===== src/rtl/ppu_types_pkg.sv =====
// ----------------------------------------------------------------------------
// ppu_types_pkg
// Shared PPU types and constants.
//   gb_color_t      2-bit colour ID as stored in the pixel FIFOs
//   ppu_mode_t      STAT mode encoding (HBLANK/VBLANK/OAM/DRAW)
//   FIFO_DEPTH      depth of the background pixel FIFO
//   SCREEN_WIDTH    visible pixels per line
//   SCREEN_HEIGHT   visible lines per frame
//   pusher_state_t  state encoding of the pixel pusher
// ----------------------------------------------------------------------------
package ppu_types_pkg;

    typedef logic [1:0] gb_color_t;

    typedef enum logic [1:0] {
        MODE_HBLANK = 2'd0,
        MODE_VBLANK = 2'd1,
        MODE_OAM    = 2'd2,
        MODE_DRAW   = 2'd3
    } ppu_mode_t;

    localparam int FIFO_DEPTH    = 16;
    localparam int SCREEN_WIDTH  = 160;
    localparam int SCREEN_HEIGHT = 144;

    typedef enum logic [1:0] {
        ST_IDLE,
        ST_DISCARD,
        ST_PUSH,
        ST_DONE
    } pusher_state_t;

endpackage


===== src/rtl/ppu_util_pkg.sv =====
// ----------------------------------------------------------------------------
// ppu_util_pkg
// Small helpers shared by the PPU datapaths.
//   apply_palette(pal, id)  maps a colour ID through a palette register
//                           (BGP, OBP0 or OBP1) and returns the 2-bit shade
// ----------------------------------------------------------------------------
package ppu_util_pkg;

    import ppu_types_pkg::*;

    function automatic logic [1:0] apply_palette(input logic [7:0] pal, input gb_color_t id);
        logic [1:0] shade;
        case (id)
            2'd0:    shade = pal[1:0];
            2'd1:    shade = pal[3:2];
            2'd2:    shade = pal[5:4];
            default: shade = pal[7:6];
        endcase
        return shade;
    endfunction

endpackage


===== src/rtl/ppu_pixel_pusher.sv =====
// ----------------------------------------------------------------------------
// ppu_pixel_pusher
// Consumer end of the background pixel FIFO. During DRAW it pops one pixel
// per cycle, drops the first SCX[2:0] pixels of the line, maps the rest
// through BGP and writes the shade to the framebuffer at (LY, x).
//   clk, reset    system clock, synchronous active-high reset
//   mode          current PPU mode; a non-DRAW -> DRAW edge starts a line
//   ly            current line, latched at line start
//   scx_fine      SCX[2:0], number of pixels discarded at line start
//   bgp           BG palette, sampled per pixel
//   fifo_read_en  pop strobe (combinational)
//   fifo_head     oldest FIFO pixel, valid when fifo_empty = 0
//   fifo_empty    FIFO has no pixels
//   fb_we/fb_addr/fb_wdata  framebuffer write port, one cycle after the pop
//   x_pos         pixels written on the current line
//   line_done     one-cycle pulse with the write of pixel 159
// ----------------------------------------------------------------------------
module ppu_pixel_pusher #(
    parameter int SCREEN_WIDTH  = 160,
    parameter int SCREEN_HEIGHT = 144,
    parameter int FB_ADDR_W     = 15
) (
    input  logic                     clk,
    input  logic                     reset,
    input  ppu_types_pkg::ppu_mode_t mode,
    input  logic [7:0]               ly,
    input  logic [2:0]               scx_fine,
    input  logic [7:0]               bgp,
    output logic                     fifo_read_en,
    input  ppu_types_pkg::gb_color_t fifo_head,
    input  logic                     fifo_empty,
    output logic                     fb_we,
    output logic [FB_ADDR_W-1:0]     fb_addr,
    output logic [1:0]               fb_wdata,
    output logic [7:0]               x_pos,
    output logic                     line_done
);

    import ppu_types_pkg::*;
    import ppu_util_pkg::*;

    pusher_state_t          state_q, state_d;
    ppu_mode_t              prev_mode_q;
    logic [7:0]             ly_q, ly_d;
    logic [2:0]             discard_q, discard_d;
    logic [7:0]             x_pos_q, x_pos_d;
    logic                   fb_we_q, fb_we_d;
    logic [FB_ADDR_W-1:0]   fb_addr_q, fb_addr_d;
    logic [1:0]             fb_wdata_q, fb_wdata_d;
    logic                   line_done_q, line_done_d;
    logic                   read_en;
    logic                   in_draw;
    logic                   draw_edge;
    logic                   start_line;

    assign in_draw   = (mode == MODE_DRAW);
    assign draw_edge = in_draw && (prev_mode_q != MODE_DRAW);

    always_ff @(posedge clk) begin
        if (reset) begin
            state_q     <= ST_IDLE;
            // Reset as DRAW so a reset taken mid-line cannot look like a new line start.
            prev_mode_q <= MODE_DRAW;
            ly_q        <= '0;
            discard_q   <= '0;
            x_pos_q     <= '0;
            fb_we_q     <= 1'b0;
            fb_addr_q   <= '0;
            fb_wdata_q  <= '0;
            line_done_q <= 1'b0;
        end else begin
            state_q     <= state_d;
            prev_mode_q <= mode;
            ly_q        <= ly_d;
            discard_q   <= discard_d;
            x_pos_q     <= x_pos_d;
            fb_we_q     <= fb_we_d;
            fb_addr_q   <= fb_addr_d;
            fb_wdata_q  <= fb_wdata_d;
            line_done_q <= line_done_d;
        end
    end

    always_comb begin
        state_d     = state_q;
        ly_d        = ly_q;
        discard_d   = discard_q;
        x_pos_d     = x_pos_q;
        fb_we_d     = 1'b0;
        fb_addr_d   = fb_addr_q;
        fb_wdata_d  = fb_wdata_q;
        line_done_d = 1'b0;
        read_en     = 1'b0;
        start_line  = 1'b0;

        case (state_q)
            ST_IDLE: begin
                start_line = draw_edge;
            end
            ST_DISCARD: begin
                read_en = !fifo_empty;
                if (read_en) begin
                    discard_d = discard_q - 3'd1;
                    if (discard_q == 3'd1) state_d = ST_PUSH;
                end
                if (!in_draw) state_d = ST_IDLE;
            end
            ST_PUSH: begin
                // A pop in the abort cycle still produces its write next cycle.
                read_en = !fifo_empty;
                if (read_en) begin
                    fb_we_d    = (ly_q < 8'(SCREEN_HEIGHT));
                    fb_addr_d  = (FB_ADDR_W'(ly_q) << 7) + (FB_ADDR_W'(ly_q) << 5)
                               + FB_ADDR_W'(x_pos_q);
                    fb_wdata_d = apply_palette(bgp, fifo_head);
                    x_pos_d    = x_pos_q + 8'd1;
                    if (x_pos_q == 8'(SCREEN_WIDTH - 1)) begin
                        state_d     = ST_DONE;
                        line_done_d = in_draw;
                    end
                end
                if (!in_draw) state_d = ST_IDLE;
            end
            ST_DONE: begin
                if (!in_draw) state_d = ST_IDLE;
                // Mode dropped and returned within one cycle: a fresh line.
                start_line = draw_edge;
            end
            default: state_d = ST_IDLE;
        endcase

        if (start_line) begin
            ly_d      = ly;
            discard_d = scx_fine;
            x_pos_d   = '0;
            state_d   = (scx_fine != 3'd0) ? ST_DISCARD : ST_PUSH;
        end
    end

    assign fifo_read_en = read_en;
    assign fb_we        = fb_we_q;
    assign fb_addr      = fb_addr_q;
    assign fb_wdata     = fb_wdata_q;
    assign x_pos        = x_pos_q;
    assign line_done    = line_done_q;

endmodule


===== config.mk =====
export PLATFORM = sky130hd
export DESIGN_NAME = ppu_pixel_pusher
export DESIGN_NICKNAME = d
export VERILOG_FILES = /design/src/rtl/ppu_types_pkg.sv /design/src/rtl/ppu_util_pkg.sv /design/src/rtl/ppu_pixel_pusher.sv
export SDC_FILE = /design/constraint.sdc
export NUM_CORES = 1
export LEC_CHECK = 0
export ABC_AREA = 1
export BUFFER_PORTS_ARGS = -buffer_cell sky130_fd_sc_hd__clkbuf_2
export CORE_MARGIN = 2
export CORE_UTILIZATION = 50
export DETAILED_ROUTE_END_ITERATION = 6
export MAX_ROUTING_LAYER = met4
export PLACE_DENSITY = 0.75
export SYNTH_ARGS = -nofsm -noshare
export SYNTH_HDL_FRONTEND = slang
export SYNTH_SLANG_ARGS = --single-unit
export TNS_END_PERCENT = 20

===== constraint.sdc =====
create_clock -name clk -period 6 [get_ports clk]
set_input_delay 1.5 -clock clk [delete_from_list [all_inputs] [get_ports clk]]
set_output_delay 1.5 -clock clk [all_outputs]
set_load 0.02 [all_outputs]

==> results.ini <==
[status]
status = completed

[clock_tree]
post_cts_resize_count = 0
cts.sinks = 42
clockBufferDepth = 2
cts.clk_slew.worst_paths_ns = 0.09
clkLatencyLatePin_ns = 0.30
cts-buffers-inserted = 5
tritoncts = built
cts_root_buffer = clkbuf_8
htreeDepth = 2
postCtsSetupBuffers = 0
hold_buffers = 0

[yosys]
synth_flop_cell = dfxtp_1
synth-edff-count = 0
synth_area_leaders = dfxtp_1 (35%), nand2_1 (12%), ha_1 (11%), inv_1 (8.0%), o21ai_0 (6.5%)
syn_inst = 345
synth_seq_cells = 42
async_flop_share_pct = 0
synth_top_area_share_pct = 35.0
avgSynthCellArea_um2 = 6.97
yosysUniqueCellTypes = 30
yosys.area.top_type = dfxtp_1
synthesis.area_um2 = 2400
synth_nets = 395
yosysSeqAreaShare_pct = 35.0
yosysWarningCount = 0

[finish]
area_growth_pct = 18.0
layout.nets = 447
fin_area_um2 = 2840
drive_above_1_share_pct = 17.8
n_antenna_cell = 0
num-fill-cells = 443

[timing]
slew_viol_final = 0
hold_ws_ns = 0.469
final.setup.worst_slack_ns = 2.62
min_period_over_period_pct = 56.3
fin_skew_ns = 0.00931
setup_violations = 0
hold_violations = 0
period_minus_slack_ns = 3.38
timing.slew.headroom_pct = 56.0
rsz0062_at_grt = false
maxClockFrequency_mhz = 296
setup-tns-final_ns = 0
worst_slew_pin_slew_ns = 0.656

[setup_path]
slowest_stage = clkbuf_2
crit_path_start_kind = input pin
r2r_start = x_pos[7]
crit_top_cell = clkbuf_2
crit_arrival_ns = 1.88
ff2ff_setup_slack_ns = 3.67
crit_chain = clkbuf_2 -> nor2_1 -> clkbuf_2
reg2reg_depth = 12
end_kind = output port
crit_required_ns = 4.50
r2r_end = fb_addr[14]
crit_path_max_fanout = 4
cp_slowest_stage_delay_ns = 0.17
critical_path_class = in2out

[detailed_routing]
ant_nets = 0
routed_via_density = 5.10
wl_per_cell_um = 11.7
vias = 2306
drcViolationCount = 0
wirelength_mm = 5.27
drt-initial-drc-count = 169
firstDrtPassIters = 4

[worst_hold_path]
hold_start = fb_addr[1]
hold_class = reg2reg
hold_depth = 2
min_to = fb_addr[1]

[floorplan]
rows = 25
start_util_pct = 51.2
die_width_um = 73.3
core_um2 = 4690
die_area_um2 = 5380
pin_count = 54
die_height_um = 73.3

[global_route]
grt_usage_pct = 20.8
grt_max_degree = 28
grt_pass1_vias = 2047
antenna_found_initial = 0
overflow = 0
grt_pass1_wl_mm = 8.57

[power]
vdd.ir_drop.worst_mv = 0.186
cellLeakagePower_nw = 1.48
powerDensity_nw_per_um2 = 306

[placed_design]
io_buffer_count = 53
dp_slack_ns = 2.62
dpl-instance-area_um2 = 2700
dp_hpwl_mm = 3.85
gp_congestion = 0.842

[job]
drv_cap = 0

-- worst max-delay path, delay by kind of cell --
kind                   cells  cell delay (ns)
AND/OR/NAND/NOR            1             0.09
buffers and inverters      2             0.29
-- cell type report --
type	count	area, um2	share of cell area (%)
flip-flops and latches	42	841	29.6
multi-input cells	240	1320	46.5
clock buffers	5	68.8	2.43
repair buffers	53	265	9.35
inverters	55	206	7.28
well taps	54	67.6	2.38
clock inverters	3	68.8	2.43
-- state kept, by name, summed over array words and instances, names as in the netlist --
| signal | cells |
|---|---|
| x_pos | 8 |
| line_done | 1 |
| discard_q | 3 |
| state_q | 2 |
| fb_we | 1 |
| prev_mode_q | 2 |
| ly_q | 8 |
| fb_addr | 15 |
| fb_wdata | 2 |
-- layer usage --
layer	up-vias	GRT usage, %	share of wire, %
met5	-	-	0
li1	1202	-	-
met3	6	3.29	4.7
met4	0	7.88	1.0
met1	1029	25.2	46
met2	69	34.8	48
-- cells in the mapped netlist, drive strengths merged (2+ instances only) --
cell type	number
o21ai	31
nand3	27
a21oi	22
ha	22
xnor2	2
or2	2
nand2	77
nor3	6
inv	53
clkbuf	4
clkinv	2
fa	2
xor2	3
nand4	2
nor2	38
buf	4
dfxtp	42
-- kinds of logic (layout without fill, tap and decap cells) --
family                   count (synthesis)  count (layout)  synth area share (%)
AO/OA/AOI/OAI                           57              57                  12.3
XOR/XNOR                                 5               5                  1.82
adder cells (fa/ha/maj)                 24              24                  13.1
buffers and inverters                   63             116                  10.2
flip-flops                              42              42                  35.0
AND/OR/NAND/NOR                        154             154                  27.6
-- layout by cell type, fill, tap and decap left out, types with 2 or more instances in the layout --
master	netlist	layout
clkbuf_2	2	53
xnor2_1	2	2
nor3_1	5	5
inv_2	2	2
clkinv_1	2	2
a21oi_1	22	22
o21ai_0	31	31
or2_2	2	2
nor2_1	35	35
ha_1	22	22
nand3_1	26	26
inv_1	51	51
dfxtp_1	42	42
bufinv_16	0	2
fa_1	2	2
nor2_2	2	2
nand2_1	77	77
clkbuf_8	0	5
xor2_1	3	3
-- power breakdown --
part	internal [W]	switching, W
logic	0.0000907	0.000159
clock network	0.000167	0.000104
registers	0.000320	0.0000287
total	0.000577	0.000291
-- metrics by stage --
step,cells,power [W],utilization [%]
6_report,452,0.000868,60.5
3_3_place_gp,444,0.000597,57.5
4_1_cts,452,0.000875,60.5
5_1_grt,452,0.000923,60.5
3_5_place_dp,444,0.000601,57.5
2_1_floorplan,345,0.000535,-
-- how the worst max path moves through the flow --
stage,from,to,slack (ns),cells after the start
floorplan,fifo_empty,fifo_read_en,2.72,1
global placement,fifo_empty,fifo_read_en,2.62,3
detailed placement,fifo_empty,fifo_read_en,2.62,3
CTS,fifo_empty,fifo_read_en,2.62,3
global route,fifo_empty,fifo_read_en,2.59,3
finish,fifo_empty,fifo_read_en,2.62,3
(Power assumes the default switching activity.)
